### config.mk
export PLATFORM = sky130hd
export DESIGN_NAME = sap_core
export DESIGN_NICKNAME = d
export VERILOG_FILES = /design/src/rtl/sap_core.sv
export SDC_FILE = /design/constraint.sdc
export NUM_CORES = 1
export LEC_CHECK = 0
export ABC_AREA = 1
export BUFFER_PORTS_ARGS = -buffer_cell sky130_fd_sc_hd__buf_2
export CAP_MARGIN = 0
export CORE_AREA = 2 2 142 144
export CTS_BUF_LIST = sky130_fd_sc_hd__clkbuf_2
export DETAILED_ROUTE_END_ITERATION = 10
export DIE_AREA = 0 0 144 146
export GPL_TIMING_DRIVEN = 1
export HOLD_SLACK_MARGIN = 0.15
export PLACE_DENSITY = 0.58
export SYNTH_ARGS = -nofsm -noshare
export SYNTH_HDL_FRONTEND = slang
export SYNTH_SLANG_ARGS = --single-unit
### constraint.sdc
create_clock -name CLK -period 2.4 [get_ports CLK]
set_clock_uncertainty 0.1 [all_clocks]
set_input_delay 0.48 -clock CLK [delete_from_list [all_inputs] [get_ports CLK]]
set_output_delay 0.48 -clock CLK [all_outputs]
set_load 0.005 [all_outputs]
### src/rtl/sap_core.sv
// sap_core: multi-cycle accumulator CPU in the SAP-1 lineage.
//
// Datapath: PC, MAR, IR, A, B, ALU with carry/zero flags, output register,
// internal 2**ADDR_W x DATA_W RAM, and a hardwired controller FSM. The RAM is
// loaded through the prog_* port while the core is idle or halted. A pulse on
// run then starts execution from PC = 0.
//
// Optional feature: define SAP_CORE_MUL_EN to enable opcode 8 (MUL), a
// DATA_W-cycle shift-add multiply. Without it, opcode 8 decodes as a NOP.
//
// Parameters:
//   DATA_W    data/instruction width (must be >= 4 + ADDR_W)
//   ADDR_W    address width; RAM depth is 2**ADDR_W
//
// Ports:
//   CLK        rising-edge clock
//   CLR        synchronous active-high reset (RAM contents are kept)
//   run        start request, sampled only in IDLE
//   prog_we    RAM write strobe, honoured only in IDLE or HALT
//   prog_addr  RAM write address
//   prog_data  RAM write data
//   out_data   output register written by OUT
//   out_valid  one-cycle pulse when out_data is updated
//   halted     high in HALT
//   busy       high in any state other than IDLE/HALT
//   pc_dbg     current program counter
//   carry      carry flag
//   zero       zero flag
module sap_core #(
  parameter int unsigned DATA_W = 8,
  parameter int unsigned ADDR_W = 4
) (
  input  logic              CLK,
  input  logic              CLR,
  input  logic              run,
  input  logic              prog_we,
  input  logic [ADDR_W-1:0] prog_addr,
  input  logic [DATA_W-1:0] prog_data,
  output logic [DATA_W-1:0] out_data,
  output logic              out_valid,
  output logic              halted,
  output logic              busy,
  output logic [ADDR_W-1:0] pc_dbg,
  output logic              carry,
  output logic              zero
);

  localparam int unsigned Depth = 2 ** ADDR_W;

  localparam logic [3:0] OpLda = 4'h0;
  localparam logic [3:0] OpAdd = 4'h1;
  localparam logic [3:0] OpSub = 4'h2;
  localparam logic [3:0] OpSta = 4'h3;
  localparam logic [3:0] OpLdi = 4'h4;
  localparam logic [3:0] OpJmp = 4'h5;
  localparam logic [3:0] OpJc  = 4'h6;
  localparam logic [3:0] OpJz  = 4'h7;
`ifdef SAP_CORE_MUL_EN
  localparam logic [3:0] OpMul = 4'h8;
`endif
  localparam logic [3:0] OpOut = 4'hE;
  localparam logic [3:0] OpHlt = 4'hF;

  typedef enum logic [2:0] {
    StIdle,
    StFetch1,
    StFetch2,
    StExec1,
    StExec2,
    StExec3,
    StHalt
`ifdef SAP_CORE_MUL_EN
    , StMul
`endif
  } state_e;

  state_e            state_q, state_d;
  logic [ADDR_W-1:0] pc_q, pc_d;
  logic [ADDR_W-1:0] mar_q, mar_d;
  logic [DATA_W-1:0] ir_q, ir_d;
  logic [DATA_W-1:0] a_q, a_d;
  logic [DATA_W-1:0] b_q, b_d;
  logic              carry_q, carry_d;
  logic              zero_q, zero_d;
  logic [DATA_W-1:0] out_q, out_d;
  logic              out_valid_q, out_valid_d;

  logic [DATA_W-1:0] mem [Depth];
  logic              ram_we;
  logic [ADDR_W-1:0] ram_waddr;
  logic [DATA_W-1:0] ram_wdata;
  logic [DATA_W-1:0] ram_rd;

  logic [3:0]        opcode;
  logic [ADDR_W-1:0] operand;
  logic [DATA_W-1:0] imm;
  logic [DATA_W:0]   sum;
  logic [DATA_W:0]   diff;

`ifdef SAP_CORE_MUL_EN
  localparam int unsigned CntW = $clog2(DATA_W + 1);

  logic [2*DATA_W-1:0] mul_acc_q, mul_acc_d;
  logic [2*DATA_W-1:0] mul_mcand_q, mul_mcand_d;
  logic [DATA_W-1:0]   mul_mplier_q, mul_mplier_d;
  logic [CntW-1:0]     mul_cnt_q, mul_cnt_d;
  logic [2*DATA_W-1:0] mul_acc_next;
`endif

  // Asynchronous array read; the address always comes from MAR, which was
  // loaded one state earlier, so the access behaves as a registered read.
  assign ram_rd  = mem[mar_q];
  assign opcode  = ir_q[DATA_W-1 -: 4];
  assign operand = ir_q[ADDR_W-1:0];
  assign imm     = {{(DATA_W - ADDR_W){1'b0}}, operand};
  assign sum     = {1'b0, a_q} + {1'b0, b_q};
  assign diff    = {1'b0, a_q} - {1'b0, b_q};

  always_comb begin
    state_d     = state_q;
    pc_d        = pc_q;
    mar_d       = mar_q;
    ir_d        = ir_q;
    a_d         = a_q;
    b_d         = b_q;
    carry_d     = carry_q;
    zero_d      = zero_q;
    out_d       = out_q;
    out_valid_d = 1'b0;
    ram_we      = 1'b0;
    ram_waddr   = prog_addr;
    ram_wdata   = prog_data;
`ifdef SAP_CORE_MUL_EN
    mul_acc_d    = mul_acc_q;
    mul_mcand_d  = mul_mcand_q;
    mul_mplier_d = mul_mplier_q;
    mul_cnt_d    = mul_cnt_q;
    mul_acc_next = mul_acc_q + (mul_mplier_q[0] ? mul_mcand_q : '0);
`endif

    // External loading is only allowed while the core is not executing.
    if (prog_we && (state_q == StIdle || state_q == StHalt)) begin
      ram_we = 1'b1;
    end

    unique case (state_q)
      StIdle: begin
        if (run) state_d = StFetch1;
      end

      StFetch1: begin
        mar_d   = pc_q;
        state_d = StFetch2;
      end

      StFetch2: begin
        ir_d    = ram_rd;
        pc_d    = pc_q + ADDR_W'(1);
        state_d = StExec1;
      end

      StExec1: begin
        state_d = StFetch1;
        case (opcode)
`ifdef SAP_CORE_MUL_EN
          OpMul,
`endif
          OpLda, OpAdd, OpSub, OpSta: begin
            mar_d   = operand;
            state_d = StExec2;
          end
          OpLdi: begin
            a_d    = imm;
            zero_d = (imm == '0);
          end
          OpJmp: pc_d = operand;
          OpJc:  if (carry_q) pc_d = operand;
          OpJz:  if (zero_q) pc_d = operand;
          OpOut: begin
            out_d       = a_q;
            out_valid_d = 1'b1;
          end
          OpHlt: state_d = StHalt;
          default: ;
        endcase
      end

      StExec2: begin
        state_d = StFetch1;
        case (opcode)
          OpLda: begin
            a_d    = ram_rd;
            zero_d = (ram_rd == '0);
          end
          OpSta: begin
            // A reset arriving on this edge aborts the store.
            ram_we    = !CLR;
            ram_waddr = mar_q;
            ram_wdata = a_q;
          end
          OpAdd, OpSub: begin
            b_d     = ram_rd;
            state_d = StExec3;
          end
`ifdef SAP_CORE_MUL_EN
          OpMul: begin
            b_d          = ram_rd;
            mul_acc_d    = '0;
            mul_mcand_d  = {{DATA_W{1'b0}}, a_q};
            mul_mplier_d = ram_rd;
            mul_cnt_d    = '0;
            state_d      = StMul;
          end
`endif
          default: ;
        endcase
      end

      StExec3: begin
        state_d = StFetch1;
        if (opcode == OpSub) begin
          a_d     = diff[DATA_W-1:0];
          carry_d = ~diff[DATA_W];
          zero_d  = (diff[DATA_W-1:0] == '0);
        end else begin
          a_d     = sum[DATA_W-1:0];
          carry_d = sum[DATA_W];
          zero_d  = (sum[DATA_W-1:0] == '0);
        end
      end

`ifdef SAP_CORE_MUL_EN
      StMul: begin
        // One multiplier bit per cycle, LSB first.
        mul_acc_d    = mul_acc_next;
        mul_mcand_d  = mul_mcand_q << 1;
        mul_mplier_d = mul_mplier_q >> 1;
        mul_cnt_d    = mul_cnt_q + CntW'(1);
        if (mul_cnt_q == CntW'(DATA_W - 1)) begin
          a_d     = mul_acc_next[DATA_W-1:0];
          carry_d = |mul_acc_next[2*DATA_W-1:DATA_W];
          zero_d  = (mul_acc_next[DATA_W-1:0] == '0);
          state_d = StFetch1;
        end
      end
`endif

      StHalt: ;

      default: state_d = StIdle;
    endcase
  end

  always_ff @(posedge CLK) begin
    if (CLR) begin
      state_q     <= StIdle;
      pc_q        <= '0;
      mar_q       <= '0;
      ir_q        <= '0;
      a_q         <= '0;
      b_q         <= '0;
      carry_q     <= 1'b0;
      zero_q      <= 1'b0;
      out_q       <= '0;
      out_valid_q <= 1'b0;
`ifdef SAP_CORE_MUL_EN
      mul_acc_q    <= '0;
      mul_mcand_q  <= '0;
      mul_mplier_q <= '0;
      mul_cnt_q    <= '0;
`endif
    end else begin
      state_q     <= state_d;
      pc_q        <= pc_d;
      mar_q       <= mar_d;
      ir_q        <= ir_d;
      a_q         <= a_d;
      b_q         <= b_d;
      carry_q     <= carry_d;
      zero_q      <= zero_d;
      out_q       <= out_d;
      out_valid_q <= out_valid_d;
`ifdef SAP_CORE_MUL_EN
      mul_acc_q    <= mul_acc_d;
      mul_mcand_q  <= mul_mcand_d;
      mul_mplier_q <= mul_mplier_d;
      mul_cnt_q    <= mul_cnt_d;
`endif
    end
  end

  // RAM has no reset so programs survive CLR.
  always_ff @(posedge CLK) begin
    if (ram_we) mem[ram_waddr] <= ram_wdata;
  end

  assign out_data  = out_q;
  assign out_valid = out_valid_q;
  assign halted    = (state_q == StHalt);
  assign busy      = (state_q != StIdle) && (state_q != StHalt);
  assign pc_dbg    = pc_q;
  assign carry     = carry_q;
  assign zero      = zero_q;

endmodule

== Word level (Yosys, flattened, before mapping) ==
Memory sizes are Yosys's and may differ from the RTL's. A register that Yosys moved wholly into a read port is not among the register bits.
Cells that the tools add are included.
Operators by class
  bitwise gates (word level): 3
  add/subtract/negate cells: 3
  eq/ne operators: 23
  reductions and logical operators: 23
  mux-type cells: 31
Operators with widths (number)
  $mux 8: 5
  $logic_not 8->1: 4
  $mux 4: 7
  $pmux 8 s3: 1
  $pmux 3 s7: 1
  $eq 4x3->1 const B: 4
  $pmux 4 s2: 2
  $pmux 4 s3: 1
  $mux 1: 10
  $add 8x8->9: 1
  $eq 3x3->1 const B: 3
  $ne 3x3->1 const B: 3
  $sub 8x8->9: 1
  $eq 4x2->1 const B: 2
  $eq 4x4->1 const B: 2
  $reduce_and 2->1: 4
  $eq 3x2->1 const B: 2
  $mux 3: 2
  $ne 2x1->1 const B: 3
  $pmux 3 s2: 1
  $reduce_bool 3->1: 2
  $add 4x1->4 const B: 1
  $eq 4x1->1 const B: 1
  $logic_not 4->1: 1
  14 further kinds: 19
Storage, ports and cells
  bits in registers: 46
  logic and storage cells: 94
  input bits: 16
  memories kept: 1
  bits in writable memories: 128
Memory list
  mem: depth 16, bits a word 8, read ports 1, clocked after memory_dff 1, write ports 1, line 88  | logic [DATA_W-1:0] mem [Depth];

== Depth between registers and ports, before layout ==
  word-level depth: 8
  gate-level depth with buffers: 17

== Least setup slack after synthesis ==
OpenSTA, ideal clock, no wires.
  path type: register to register
  start point: register state_q[1]
  end point: memory mem[0][2] (data pin)
  path buffers: 3
  data arrival time: 1.829 ns
  setup time: 0.330 ns
  path slack: 0.141 ns
  stages on the path, launching flop included: 9
  data required time: 1.970 ns
  clock period less this slack: 2.259 ns
  path through: dfxtp_1 inv_2 nand2_4 nor2_4 buf_6 nand3_4 buf_6 buf_2 o21ai_0
Between the ends
  longest elaborated chain between the ends: 2
RTL lines
  start: declaration: line 77  | state_e state_q, state_d;
  start signal: assignment: line 256  | state_q <= StIdle;
  start signal: assignment: line 273  | state_q <= state_d;
  $eq 3x3->1: line 146  | unique case (state_q)
  $mux 8: line 146
  via ram_wdata[2]: line 91  | logic [DATA_W-1:0] ram_wdata;
  end: declaration: line 88
The timed path passes the listed nets, and every way through them passes these cells.

== Worst setup path in the final report ==
  start point: register state_q[1]
  end point: memory mem[13][1], enable pin
Between the ends
  longest elaborated chain between the ends: 8
  elaborated cells between the ends (all ways): 11
RTL lines
  $eq 3x3->1 / $logic_not 3->1 (equally long branches): line 142  | if (prog_we && (state_q == StIdle || state_q == StHalt)) begin
  $logic_or 1x1->1: line 142
  $logic_and 1x1->1: line 142
  $mux 1: line 142
  $mux 1: line 190  | case (opcode)
  $mux 1: line 146
  $mux 1: line 294  | if (ram_we) mem[ram_waddr] <= ram_wdata;
  $mux 1 (implied by the code): line 294
Several ways; a longest one is shown, not always the timed one.

==> impl_metrics.tcl <==
set metrics [dict create \
    run_status "completed" \
    final_layout_size_suffix_gt1_share_pct 14.09 \
    power.internal_mw 4.377 \
    p_leak_nw 4.122 \
    instances_no_fill 1309 \
    synth-seq-cells 178 \
    wirelength_mm 21.49 \
    route.vias.total 6662 \
    drt-initial-drc-count 516 \
    p_sw_mw 2.009 \
    tritoncts "built" \
    placed_area_um2 9196 \
    antenna_found_initial 1 \
    p_per_area_nw_per_um2 663.5 \
    numCtsBuffers 17 \
    relSlewSlack_pct 51.86 \
    grt_max_degree 33 \
    clkPwrFrac_pct 27.1 \
    die_w_um 144 \
    clkSinkCount 178 \
    drv_cap 0 \
    reg2reg_to "mem[13][1]$_DFFE_PP_" \
    synth_nets 999 \
    period_share_pct 94.71 \
    synthArstFlopShare_pct 0 \
    ys_types 40 \
    worst_hold_slack_ns 0.2229 \
    syn_area_per_cell_um2 8.921 \
    gr-usage-met2_pct 30.17 \
    p_comb_share_pct 18.9 \
    coreArea_um2 19330 \
    setup_viol 0 \
    path_class "reg -> reg" \
    die-area_um2 21020 \
    wl_per_cell_um 16.41 \
    die_h_um 146 \
    start_util_pct 44.43 \
    grtUsageTotal_pct 21.14 \
    reg2reg_depth 11 \
    htree_levels 4 \
    cts-root-buf "clkbuf_2" \
    ys_seq_area_share_pct 56.39 \
    syn_area_um2 8591 \
    first_global_vias 6040 \
    hold_viol_final 0 \
    io_pins 33 \
    grtUsageMet3_pct 3.027 \
    crit_fanout 8 \
    power_frac_seq_pct 54.0 \
    clkTransAtPathRegs_ns 0.30 \
    synthTopCellsByCount "nand2_1 (239), edfxtp_1 (128), inv_1 (123)" \
    grt_pass1_wl_mm 33.75 \
    fin_area_um2 9624 \
    synth_edf_count 128 \
    pre_cts_ws_ns 0.1207 \
    ys.flop_type "edfxtp_1" \
    hold_path_end "mem[9][4]$_DFFE_PP_" \
    tightest_slew_ns 0.7219 \
    yosysTopAreaCell "edfxtp_1" \
    fmax_mhz 439.9 \
    vias_per_cell 5.089 \
    cp-end-kind "register" \
    ant_nets 0 \
    ctsLongestPathBuffers 2 \
    nNetsFinal 1067 \
    crit_required_ns 2.78 \
    min_period_ns 2.273 \
    ir_drop_mv 0.3192 \
    critical_path_arrival_ns 2.65 \
    drc_errors 0 \
    holdPathStages 3 \
    overflow 0 \
    hp-start "prog_data[4]" \
    yosysMostFrequentCell "nand2_1" \
    synth_warnings 0 \
    syn2layout_area_growth_pct 12.03 \
    yosysTopAreaCellShare_pct 44.74 \
    start_kind "register" \
    dr.pass1.iters 5 \
    portBuffers 32 \
    synth_area_leaders "edfxtp_1 (45%), dfxtp_1 (12%), nand2_1 (10%), inv_1 (5.4%), nand3_1 (5.4%)" \
    dp.cells 1265 \
    dp_hpwl_mm 14.75 \
    drv_slew 0 \
    r2r_setup_slack_ns 0.13 \
    setup_ws_ns 0.1269 \
    grtUsageMet1_pct 33.14 \
    top_usage_layer "met1" \
    hold_path_class "in -> reg" \
    netSwitchingFraction_pct 31.46 \
    r2r-start "state_q[1]$_SDFFE_PP0P_" \
    synth_cells 963 \
    clk-insertion-delay-late_ns 0.77 \
    rows 51 \
    gp_congestion 0.9191 \
]
-- metrics by stage --
stage | total power [mW] | TNS, ns | utilization (%)
3_3_place_gp | 4.680 | 0 | 47.56
4_1_cts | 6.405 | 0 | 49.49
2_1_floorplan | 4.277 | 0 | -
5_1_grt | 6.693 | -0.008965 | 49.78
6_report | 6.386 | 0 | 49.78
3_5_place_dp | 4.685 | 0 | 47.56
-- worst max-delay path by stage --
| stage | startpoint | end | cells past startpoint |
|---|---|---|---|
| after floorplan | state_q[1]$_SDFFE_PP0P_ | mem[0][2]$_DFFE_PP_ | 8 |
| after global placement | b_q[0]$_SDFFE_PP0P_ | zero$_SDFFE_PP0P_ | 14 |
| after detailed placement | b_q[0]$_SDFFE_PP0P_ | zero$_SDFFE_PP0P_ | 14 |
| after CTS | state_q[0]$_SDFFE_PP0P_ | busy | 5 |
| after global routing | state_q[1]$_SDFFE_PP0P_ | busy | 4 |
| final | state_q[1]$_SDFFE_PP0P_ | mem[13][1]$_DFFE_PP_ | 11 |
-- sequential cells by signal, summed over array words and instances, names as in the netlist, named ones only --
| name | count |
|---|---|
| zero | 1 |
| b_q | 8 |
| out_valid | 1 |
| mar_q | 4 |
| a_q | 8 |
| out_data | 8 |
| carry | 1 |
| pc_dbg | 4 |
| mem | 128 |
| state_q | 3 |
| ir_q | 8 |
-- power by group through the flow --
stage,Sequential (mW),Clock (mW),Combinational [mW]
after detailed placement,3.51,0,1.17
after floorplan,3.49,0,0.788
final,3.45,1.73,1.21
after global routing,3.46,1.90,1.34
after CTS,3.45,1.77,1.19
after global placement,3.51,0,1.17
-- layout make-up --
class,count,area (um2)
inverter,134,503.0
multi-input combinational,611,3017
antenna,1,2.502
tap,265,331.6
clock buffer,17,85.08
clock inverter,14,195.2
timing repair buffer,89,635.6
sequential,178,4855
fill,1872,9711
-- routing by layer --
layer,vias up,part of all wire [%]
met3,21,4.8
met5,-,0
met4,0,1.7
li1,3314,-
met1,3159,50
met2,168,43
-- worst max-delay path: stages (launching register included) --
cell and delay, ns:
dfxtp_1 0.43, inv_2 0.12, nand2_4 0.09, nor2_4 0.12, nand3_4 0.13, buf_4 0.19, o21ai_2 0.17, inv_1 0.09
nor2_1 0.10, nand2_1 0.14, nor2_1 0.14, buf_4 0.20
-- cells in the final DEF, fill, tap and decap left out, drive strengths merged, types with 3 or more instances in the layout --
| cell | Yosys | final |
|---|---|---|
| clkinv | 1 | 3 |
| ha | 18 | 18 |
| a31oi | 12 | 12 |
| nand2 | 240 | 240 |
| o21ai | 78 | 78 |
| dlygate4sd3 | 0 | 9 |
| nor2 | 89 | 89 |
| inv | 133 | 139 |
| o211ai | 13 | 13 |
| bufinv | 0 | 3 |
| buf | 32 | 80 |
| edfxtp | 128 | 128 |
| a21oi | 44 | 44 |
| nand4 | 3 | 3 |
| o21bai | 3 | 3 |
| dfxtp | 50 | 50 |
| nand3 | 94 | 94 |
| clkbuf | 8 | 17 |
| clkinvlp | 0 | 3 |
| xnor2 | 3 | 3 |
-- cell families after synthesis --
logic type	count (synthesis)	share of synthesized area [%]
AO/OA/AOI/OAI	155	10.02
XOR/XNOR	4	0.4079
adder cells (fa/ha/maj)	20	3.088
buffers and inverters	174	8.768
flip-flops	178	56.39
multiplexers	1	0.1602
AND/OR/NAND/NOR	431	21.16
-- what timing repair did --
item                       CTS  global route
gates resized for setup      1            14
pin swaps                    0             2
hold buffers                 9             0
buffers inserted             0             3
hold endpoints to repair   123             0
setup endpoints to repair    1            17
No activity file was read; power rests on OpenSTA's default activity.
